File: src/rtl/pipe_add_sub.sv
`timescale 1ns/1ps
// Pipelined two's-complement adder/subtractor, one SLICE-bit slice resolved per stage.
// Latency: result visible STAGES-1 edges after the accepting edge (same edge for STAGES=1).
// Backpressure: per-stage valid/ready with bubble collapse; in_ready is combinational from out_ready and stage valids only.
module pipe_add_sub #(
    parameter int WIDTH  = 16,
    parameter int STAGES = 4
) (
    input  logic             clk,
    input  logic             rst_n,
    input  logic             in_valid,
    output logic             in_ready,
    input  logic [WIDTH-1:0] a,
    input  logic [WIDTH-1:0] b,
    input  logic             sub,
    output logic             out_valid,
    input  logic             out_ready,
    output logic [WIDTH-1:0] sum,
    output logic             cout,
    output logic             ovf
);

    localparam int SLICE = WIDTH / STAGES;
    localparam int LAST  = STAGES - 1;

    // A slice width that does not tile the operand is a build-time error.
    generate
        if ((STAGES < 1) || (STAGES > WIDTH) || ((WIDTH % STAGES) != 0)) begin : g_cfg_check
            $error("pipe_add_sub: WIDTH must be a multiple of STAGES and 1 <= STAGES <= WIDTH");
        end
    endgenerate

    // Per-stage state. a_q/b_q carry the full operands so the upper slices and the
    // sign bits travel with the operation; lower bits of them are never read downstream.
    logic [STAGES-1:0] vld_q, vld_d;
    logic [STAGES-1:0] cy_q,  cy_d;
    logic [WIDTH-1:0]  a_q   [STAGES];
    logic [WIDTH-1:0]  a_d   [STAGES];
    logic [WIDTH-1:0]  b_q   [STAGES];
    logic [WIDTH-1:0]  b_d   [STAGES];
    logic [WIDTH-1:0]  sum_q [STAGES];
    logic [WIDTH-1:0]  sum_d [STAGES];

    // What each stage would load if it advances this cycle.
    logic [STAGES-1:0] src_v, src_c;
    logic [WIDTH-1:0]  src_a [STAGES];
    logic [WIDTH-1:0]  src_b [STAGES];
    logic [WIDTH-1:0]  src_s [STAGES];

    // go[k]: stage k loads this cycle (it is empty, or everything from k to the end is full and draining).
    logic [STAGES-1:0] go;

    // Advance chain: a stage can load unless it and every stage after it are full while the output stalls.
    always_comb begin
        logic full_tail;
        full_tail = 1'b1;
        go        = '0;
        for (int k = LAST; k >= 0; k--) begin
            full_tail = full_tail & vld_q[k];
            go[k]     = !full_tail || out_ready;
        end
    end

    // Stage inputs: stage 0 takes the ports (b inverted and carry-in set for subtract), others take the previous stage.
    always_comb begin
        src_v[0] = in_valid;
        src_a[0] = a;
        src_b[0] = sub ? ~b : b;
        src_s[0] = '0;
        src_c[0] = sub;
        for (int k = 1; k < STAGES; k++) begin
            src_v[k] = vld_q[k-1];
            src_a[k] = a_q[k-1];
            src_b[k] = b_q[k-1];
            src_s[k] = sum_q[k-1];
            src_c[k] = cy_q[k-1];
        end
    end

    // Next state: each advancing stage resolves its own slice with the carry from the stage before.
    always_comb begin
        logic [SLICE:0] part;
        part  = '0;
        vld_d = vld_q;
        cy_d  = cy_q;
        for (int k = 0; k < STAGES; k++) begin
            a_d[k]   = a_q[k];
            b_d[k]   = b_q[k];
            sum_d[k] = sum_q[k];
        end
        for (int k = 0; k < STAGES; k++) begin
            part = {1'b0, src_a[k][k*SLICE +: SLICE]}
                 + {1'b0, src_b[k][k*SLICE +: SLICE]}
                 + {{SLICE{1'b0}}, src_c[k]};
            if (go[k]) begin
                vld_d[k]                    = src_v[k];
                a_d[k]                      = src_a[k];
                b_d[k]                      = src_b[k];
                sum_d[k]                    = src_s[k];
                sum_d[k][k*SLICE +: SLICE]  = part[SLICE-1:0];
                cy_d[k]                     = part[SLICE];
            end
        end
    end

    // Stage registers; reset clears valids and data so the outputs read zero immediately.
    always_ff @(posedge clk or negedge rst_n) begin
        if (!rst_n) begin
            vld_q <= '0;
            cy_q  <= '0;
            for (int k = 0; k < STAGES; k++) begin
                a_q[k]   <= '0;
                b_q[k]   <= '0;
                sum_q[k] <= '0;
            end
        end else begin
            vld_q <= vld_d;
            cy_q  <= cy_d;
            for (int k = 0; k < STAGES; k++) begin
                a_q[k]   <= a_d[k];
                b_q[k]   <= b_d[k];
                sum_q[k] <= sum_d[k];
            end
        end
    end

    assign in_ready  = go[0];
    assign out_valid = vld_q[LAST];
    assign sum       = sum_q[LAST];
    assign cout      = cy_q[LAST];
    // Signed overflow: operands of equal sign (after b inversion) yielding a result of the other sign.
    assign ovf       = (a_q[LAST][WIDTH-1] == b_q[LAST][WIDTH-1])
                    && (sum_q[LAST][WIDTH-1] != a_q[LAST][WIDTH-1]);

endmodule

File: config.mk
export PLATFORM = sky130hd
export DESIGN_NAME = pipe_add_sub
export DESIGN_NICKNAME = d
export VERILOG_FILES = /design/src/rtl/pipe_add_sub.sv
export SDC_FILE = /design/constraint.sdc
export NUM_CORES = 1
export LEC_CHECK = 0
export CORE_MARGIN = 2
export CORE_UTILIZATION = 55
export DETAILED_ROUTE_END_ITERATION = 7
export PLACE_DENSITY_LB_ADDON = 0.1
export SLEW_MARGIN = 25
export SYNTH_ARGS = -nofsm -noshare
export SYNTH_HDL_FRONTEND = slang
export SYNTH_SLANG_ARGS = --single-unit
File: constraint.sdc
create_clock -name clk -period 2.5 [get_ports clk]
set_clock_uncertainty 0.1 [all_clocks]
set_input_delay 0.375 -clock clk [delete_from_list [all_inputs] [get_ports clk]]
set_output_delay 0.375 -clock clk [all_outputs]
set_load 0.005 [all_outputs]
# Yosys cells after proc, flatten, opt, wreduce, memory -nomap -nowiden
# Cells that the tools add are included.
# word_totals
reg_bits,176
latch_bits,0
ramBits,0
mem_bits_ro,0
input_bits,37
output_inout_bits,20
elab_cells,44
memories,0
# classes
add_sub_neg,8
multipliers,0
div,0
n_lt_le_gt_ge,0
n_eq_ne,2
shifts,0
muxes,1
bitwise_logic,4
reduce_logical,9
# ops
cell,n
adder 4 x 4 -> 5 bit,4
adder 5 x 1 -> 5 bit,4
2-to-1 mux 16 bit,1
inverter 16 bit,1
logical NOT 1 bit,4
logical OR 1 bit,4
AND 1 bit,3
== test 1 bit,1
logical AND 1 bit,1
inequality test 1 bit,1

# Depth between registers and ports, before layout
# Gate-level depths: netlist of the first run.
# depth
word_depth,5
ltp_mapped,8
mapped_depth_nobuf,7

# Worst setup path before layout of the first run
# No wires, ideal clock.
# synth_timing
kind,input to register
startpoint,input port sub
endpoint,register sum_q (netlist bit src_s[35])
setup_ns,0.125
arrival_ns,1.882
t_required_ns,2.275
path_slack_ns,0.393
stages,8
path_buffers,2
cell_sequence,buf_6 > buf_2 > xor2_1 > ha_1 > a21o_1 > a31oi_4 > xnor2_1 > mux2_4
# synth_via
elab_chain_len,3
# synth_lines
item,line,rtl
start: declaration,15,"input logic sub,"
2-to-1 mux 16 bit,68,src_b[0] = sub ? ~b : b;
adder 4 x 4 -> 5 bit,93,"+ {1'b0, src_b[k][k*SLICE +: SLICE]}"
adder 5 x 1 -> 5 bit (*),94,"+ {{SLICE{1'b0}}, src_c[k]};"
end signal: indexed assignment,122,sum_q[k] <= sum_d[k];
end: declaration,41,logic [WIDTH-1:0] sum_q [STAGES];
# Mark *: on every way between the ends. The rest lies on a longest branch, timed or not.
# A chain may end at the register's enable or synchronous reset.

# Final worst setup path of the first run
# layout_timing
startpoint,input port out_ready
endpoint,output port in_ready
# layout_via
elab_chain_len,1
# layout_lines
item,line,rtl
start: declaration,17,"input logic out_ready,"
logical OR 1 bit,60,go[k] = !full_tail || out_ready;
end: declaration,12,"output logic in_ready,"
# Every way passes these cells.

==> results of run 1 <==
## tightest hold or removal path, delay by kind of cell (launching register included)
family	cells	cell delay, ns
flip-flops	1	0.35
AND/OR/NAND/NOR	2	0.09
## placed cells by master (no fill, tap or decap), drive strengths merged, types with 12 or more instances in the layout
cell type / count
buf: 12
nand2: 115
a21oi: 27
clkbuf: 12
nor2: 24
clkdlybuf4s50: 55
ha: 12
xnor2: 15
mux2: 31
dfrtp: 98
## synth_stat cells (all sizes together), types with 2 or more instances
cell type	n
dfrtp	98
nor2	24
nand2b	5
xnor2	15
o21ai	11
fa	7
nand2	115
ha	12
a21o	6
inv	10
clkbuf	8
nor2b	2
a21oi	27
buf	10
xor2	8
mux2	31
## power by group
part	switching, mW	total [mW]	internal (mW)	leakage, nW
clock network	0.515	0.905	0.391	0.0868
registers	0.253	2.28	2.03	1.15
logic	0.564	1.30	0.741	1.19
## metal layers
metal	GRT usage (%)	routed length, um
met2	29.26	3247
met5	0	0
met3	3.173	258
met1	27.33	3551
met4	7.463	127
## worst paths after layout
check                                     from                    to  slack (ns)  cells after the start
setup / recovery                     out_ready              in_ready        0.19                      4
hold / removal             a_q[46]$_DFFE_PN0P_   a_q[46]$_DFFE_PN0P_        0.37                      2
setup reg to reg           cy_q[2]$_DFFE_PN0P_   cy_q[3]$_DFFE_PN0P_        0.49                      5
hold reg to reg            a_q[46]$_DFFE_PN0P_   a_q[46]$_DFFE_PN0P_        0.37                      2
max in group asynchronous                rst_n   b_q[63]$_DFFE_PN0P_        1.17                      3
min in group asynchronous                rst_n  src_s[8]$_DFFE_PN0P_        0.46                      2
## layout make-up
type | instances | area (sq um)
clock buffers | 12 | 145.1
clock inverters | 4 | 26.28
fillers | 603 | 2485
inverters | 10 | 37.54
multi-input cells | 269 | 1710
flip-flops and latches | 98 | 2452
well taps | 102 | 127.6
repair buffers | 68 | 663.1
## logic make-up after synthesis
kind of cell               count (synthesis)  share of synthesized area [%]
and+or+nand+nor                          151                          14.12
DFF                                       98                          57.18
AOI/OAI and AO/OA                         45                          5.980
muxes                                     31                          8.314
buffers and inverters                     28                          2.947
xor gates and xnor gates                  23                          4.697
adders and majority gates                 19                          6.768
## what timing repair did
action,CTS,global route
hold buffers,1,0
resized for setup,0,0
endpoints found under the hold margin,41,0
## through the flow
step / cell area (sq um) / setup slack (ns) / utilization [%] / hold slack (ns) / instances
after detailed placement: 4981 / 0.1745 / 65.13 / 0.3059 / 546
after global placement: 4981 / 0.1887 / 65.13 / 0.3020 / 546
after CTS: 5162 / 0.1830 / 67.51 / 0.3753 / 563
after floorplan: 4289 / 0.3932 / - / -0.02059 / 395
final: 5162 / 0.1899 / 67.51 / 0.3697 / 563
after global routing: 5162 / 0.1153 / 67.51 / 0.3933 / 563
## flip-flops by register name (all words and copies together) (netlist names)
signal,flops
vld_q,4
sum,16
b_q,25
a_q,25
src_s,24
cy_q,4
==> run summary, run 1 <==
When the netlist entered floorplanning its net count stood at 451. TritonCTS built the clock tree. The initial antenna violation count came out at 0. 57 I/O pins were placed. The average wire per standard cell works out to 12.76 um.

Summed over all instances, the cell type with the most area after synthesis is sky130_fd_sc_hd__dfrtp_1. For this design, the slowest cell found on the critical path is sky130_fd_sc_hd__clkdlybuf4s50_1. Power comes to 4.489 mW. In the synthesized netlist, the number of instances is 395. Dividing total power by cell area gives a power density of 869.6 nW/um^2. Clock tree synthesis selected as its root buffer the cell sky130_fd_sc_hd__clkbuf_8. For this run, asynchronously set or reset flops after synthesis account for 100.0%.

The floorplan step defined a die boundary enclosing 8521 sq um. Tightest slew margin relative to the limit: 57.71%. The flow ran to the end, and the final reports show no timing, DRC or antenna violations.

The worst setup path is launched from an input pin. Global routing used 19.00% of the available tracks across all layers. Cell with the most instances on the worst path: sky130_fd_sc_hd__clkdlybuf4s50_1. Setup repair after global routing left no endpoint under its margin. The tools report the count of endpoints failing hold in the final timing report as 0. Relative to the synthesized area, the layout overhead comes to 20.36%. IR analysis of the VDD net gives a maximum drop of 360.7 uV. Synthesis instantiated 25 different standard cells from the library. The signal on the critical path passes through clkdlybuf4s50_1 -> and4b_1 -> nand2_1 -> clkdlybuf4s50_1. Clock-pin slew was measured on the worst setup and hold paths at 0.09 ns. Using the TritonRoute via totals, the vias-per-cell ratio works out to 4.892. The placer congestion estimate was 0.7291. Final-report max-slew violation count: 0.

The post-route minimum period works out to 2.310 ns. For this design the static power due to leakage is 2.426 nW. The synthesized design contains 98 register bits. Dominant synthesized flop cell: sky130_fd_sc_hd__dfrtp_1.

The number of setup violations in the final report came out at 0. The run gives 4 as the first-pass iteration count of the detailed router. The total length of routed wires was 7185 um; the height of the die was 92.31 um. The horizontal extent of the die works out to 92.31 um. The final setup TNS came out at 0 ns. The tools report the number of nets in the final layout as 512. The upper clock frequency limit is 0.4329 GHz. The Yosys step of the flow raised 0 warnings. After synthesis, the mean cell area works out to 10.86 sq um.

The worst min-delay path class was flop to flop. The number of enable-type register cells in the synthesized netlist came out at 0. The top cell family by delay on the critical path was buffers and inverters. For this run, the register share of the synthesized area comes to 57.18%.

Once detailed placement completed, the half-perimeter wirelength came to 5398 um. The startpoint-to-endpoint class of the critical path was input pin to primary output. The global route total overflow was 0; the sum of buffers and inverters on the critical path was 2. Yosys attributes the largest share of cell area to sky130_fd_sc_hd__dfrtp_1 (57%), sky130_fd_sc_hd__nand2_1 (10%), sky130_fd_sc_hd__mux2_2 (7.6%). In this run the remaining antenna-violating nets after routing total 0. Peak fanout along the critical path: 4. The required time at the worst-slack endpoint is 2.03 ns, and the area of the placeable core is 7647 sq um. The tools report the nature of the critical path endpoint as a primary output. Clock tree synthesis inserted a total of 9 buffers. For the starting DRC count in detailed routing, the log shows 83.

Stage delay of the slowest cell on the critical path: 0.54 ns. The netlist area before placement was 4289 sq um; the proportion of netlist area held by the largest area contributor was 57.18%. The share of the clock period used by the worst path after layout was 92.40%; the count of vias placed by the detailed router was 2754. At the pin with the least slew margin, the transition time is 0.6343 ns.

STA puts the critical path data arrival time at 1.84 ns. Counting every sink on the clock net gives 98. The latest clock arrival within the worst-skew pair is 0.36 ns.

The number of global-route vias before repair is 2690, and the pin count of the biggest net entering global routing is 48. In this run the deepest clock path goes through 2 buffers. Floorplan row count: 32. In this run the post-CTS setup repair buffer count came out at 0. During placement, the flow inserted port buffers numbering 56. The repair_antennas step left the layout with diodes totalling 0. In the routed design, unresolved DRC markers number 0. Cells with a size suffix above 1 make up 12.58% of the layout.

The H-tree was split into 3 levels. The initial utilization of the core area, before any placement, comes to 56.09%. The first global-routing pass estimated 12640 um of wire.

Across the run, the number of max-cap violations was 0.
(Power assumes the default switching activity.)
==> inputs of run 2 (changes only) <==
--- a/config.mk
+++ b/config.mk
@@ -5,8 +5,8 @@
 export SDC_FILE = /design/constraint.sdc
 export NUM_CORES = 1
 export LEC_CHECK = 0
-export CORE_MARGIN = 2
 export CORE_UTILIZATION = 55
+export CTS_CLUSTER_SIZE = 10
 export DETAILED_ROUTE_END_ITERATION = 7
 export PLACE_DENSITY_LB_ADDON = 0.1
 export SLEW_MARGIN = 25
==> constraint.sdc (replaced) <==
create_clock -name clk -period 2.5 [get_ports clk]
set_clock_uncertainty 0.1 [all_clocks]
set_input_delay 0.375 -clock clk [delete_from_list [all_inputs] [get_ports clk]]
set_output_delay 0.375 -clock clk [all_outputs]
set_load 0.1 [all_outputs]
==> run 2 against run 1 <==
Setup slack improved by 0.12 ns. Combinational power rose by 69%. Sequential power barely moved. Global-route usage rose by 0.86 points. Wire length fell by 0.18%. Maximum frequency rose by 5.5%. Critical path depth rose by 1. Largest cell class unchanged. Largest power group unchanged.
==> run summary, run 2 (synthesis gave the netlist of run 1 again) <==
The latest clock arrival within the worst-skew pair is 0.35 ns (about the same). The critical path starts at out_ready. The height of the die was 90.31 um (-2.2%). The post-layout utilization of the core came out at 69.16% (+1.7 points). The worst hold path belongs to the class flop to flop. The final setup TNS was 0 ns (unchanged); the tightest slew margin relative to the limit was 58.11% (+0.40 points). The run gives 1.71 ns (-0.13 ns) as the endpoint arrival time on the critical path. Post-route minimum period: 2.189 ns (-0.1211 ns). The average wire per standard cell came out at 12.85 um (+0.71%).

The logs give 2753 (+2.3%) for the number of global-route vias before repair and 31 (-3.1%) for the floorplan row count. Compared with the post-synthesis result, the final layout area differs by 19.46%. Cell count of the worst reg-to-reg path: 5 (unchanged). The DRC violation count after routing is 0 (unchanged), and the final-report max-slew violation count is 0 (unchanged).

The fill cell instance count of the final layout was 572 (-5.1%). STA classifies the critical path endpoint as a primary output. Power density over the cells: 1054 nW/um^2 (+21%).

The horizontal extent of the die works out to 90.31 um (-2.2%). The final cell count without fillers is 558 (-0.89%), and the share of the clock period used by the worst path after layout is 87.56% (-4.8 points). TritonCTS built the clock tree. The endpoint identified for the worst register-to-register timing path is cy_q[3]$_DFFE_PN0P_. The tools report the count of endpoints failing hold in the final timing report as 0 (unchanged). The tools report the initial antenna violation count as 0 (unchanged). The top cell types in the final layout, fill and taps aside, are sky130_fd_sc_hd__nand2_1 (115), sky130_fd_sc_hd__dfrtp_1 (98), sky130_fd_sc_hd__clkdlybuf4s50_1 (35), sky130_fd_sc_hd__mux2_2 (29). The run finished with clean final reports. The critical path in this run is classified as input pin to primary output. STA classifies the critical path startpoint as an input pin.

The number of placed cells counting well taps was 541 (-0.92%). The max-cap violation count is 0 (unchanged). The number of levels in the clock H-tree is 3 (unchanged), and the effective utilization at floorplan is 57.90% (+1.8 points).

In this run the most critical hold path is launched from sum[2]$_DFFE_PN0P_. Total inserted antenna cells: 0 (unchanged). Number of setup violations in the final report: 0 (unchanged). The tools report the startpoint of the lowest-slack register-to-register path as cy_q[2]$_DFFE_PN0P_. The tools report the worst-case setup margin in the final layout as 0.3110 ns (+0.1211 ns).

The half-perimeter wire length after detailed placement came out at 5092 um (-5.7%). The fraction of layout cells with a size suffix above 1 is 16.78% (+4.2 points). Total die area: 8156 sq um (-4.3%). The total length of routed wires was 7172 um (-0.18%); the number of buffers added on ports was 56 (unchanged).

The post-route antenna net violation count was 0 (unchanged); the global route total overflow was 0 (unchanged). The tools report the clock buffer count from CTS as 9 (unchanged). CTS root buffer: sky130_fd_sc_hd__clkbuf_8. For the worst setup slack before clock tree synthesis, the log shows 0.1099 ns (-0.06454 ns). The required time at the worst-slack endpoint came out at 2.03 ns (about the same).

The run gives 0.7407 (+1.6%) as the placer congestion estimate. The logs give 510 (-0.39%) for the number of nets in the final layout and 2.440 nW (+0.58%) for the leakage power summed over all cells. The pin count of the biggest net entering global routing is 49 (+2.1%). The starting DRC count in detailed routing is 155 (+87%).

The most common cell after layout, fill and taps aside is sky130_fd_sc_hd__nand2_1. The setup slack of the worst register-to-register path is 0.53 ns (+0.04 ns), and the count of buffers added by post-CTS timing repair for setup is 0 (unchanged). The last element of the critical path was in_ready.

The ratio of routed vias to standard cells was 5.002 (+2.3%); the transition time at the pin with the least slew margin was 0.6283 ns (-0.005930 ns). The number of buffers on the longest clock path was 2 (unchanged); the peak fanout along the critical path was 48 (+44). Setup repair after global routing left no endpoint under its margin. The number of sinks on the clock net was 98 (unchanged). The first-pass iteration count of the detailed router came out at 4 (unchanged). The clock slew seen by the registers of the worst setup and hold paths is 0.08 ns (about the same), and the worst IR drop on VDD is 351.7 uV (-2.5%). The tools report the first-pass GRT wire length as 12970 um (+2.6%).

The tools report the area of the placeable core as 7408 sq um (-3.1%). Total I/O pin count: 57 (unchanged). For the upper clock frequency limit, the log shows 0.4568 GHz (+5.5%). The count of vias placed by the detailed router was 2791 (+1.3%); the overall global routing resource usage was 19.86% (+0.86 points).
==> run 2: cell count changes in the layout (fill, tap and decap cells not counted), sizes merged <==
cell	delta
buf	+18
inv	-1
clkdlybuf4s50	-20
clkinv	-1
clkinvlp	+2
==> run 2: timing repair <==
| action | in CTS | in global routing |
|---|---|---|
| hold buffers | 1 | 0 |
| setup endpoints to repair | 0 | 0 |
| resized for setup | 0 | 0 |
| endpoints found under the hold margin | 42 | 0 |
==> run 2: worst min path at each step <==
stage | to | slack (ns) | cells after the start
5_1_grt | src_s[16]$_DFFE_PN0P_ | 0.39 | 2
6_report | sum[2]$_DFFE_PN0P_ | 0.37 | 2
2_1_floorplan | a_q[15]$_DFFE_PN0P_ | -0.02 | 0
3_5_place_dp | sum[6]$_DFFE_PN0P_ | 0.31 | 1
3_3_place_gp | sum[6]$_DFFE_PN0P_ | 0.30 | 1
4_1_cts | a_q[43]$_DFFE_PN0P_ | 0.37 | 2
==> run 2: critical path, cell delays in order <==
cell,delay (ns)
sky130_fd_sc_hd__clkdlybuf4s50_1,0.52
sky130_fd_sc_hd__and4b_1,0.23
sky130_fd_sc_hd__nand2_1,0.12
sky130_fd_sc_hd__buf_12,0.23
sky130_fd_sc_hd__buf_12,0.21
==> run 2: layout make-up <==
class                           instances  area [sq um]  share of cell area, %
Tap cell                               99         123.9                  2.418
Multi-Input combinational cell        269          1714                  33.46
Clock inverter                          4         27.53                 0.5372
Inverter                               10         37.54                 0.7326
Timing Repair Buffer                   66         623.1                  12.16
Clock buffer                           12         145.1                  2.833
Sequential cell                        98          2452                  47.86
==> run 2: per-stage QoR <==
| step | total power [mW] | hold slack [ns] | cell area, sq um |
|---|---|---|---|
| after global routing | 5.729 | 0.3914 | 5124 |
| after CTS | 5.449 | 0.3737 | 5124 |
| after detailed placement | 4.548 | 0.3052 | 4941 |
| final | 5.401 | 0.3690 | 5124 |
| after floorplan | 3.982 | -0.02059 | 4293 |
| after global placement | 4.476 | 0.2987 | 4941 |
==> run 2: routing by layer <==
metal	wire [um]	track usage, %	up-vias
met5	0	0	-
met3	279	2.694	10
met2	3199	28.82	74
li1	-	-	1393
met4	96	8.737	0
met1	3597	30.03	1314
==> run 2: power by group <==
part	total, mW	internal, mW	switching (mW)
sequential	2.30	2.03	0.268
combinational	2.20	0.693	1.51
clock	0.902	0.388	0.514
total	5.40	3.11	2.29
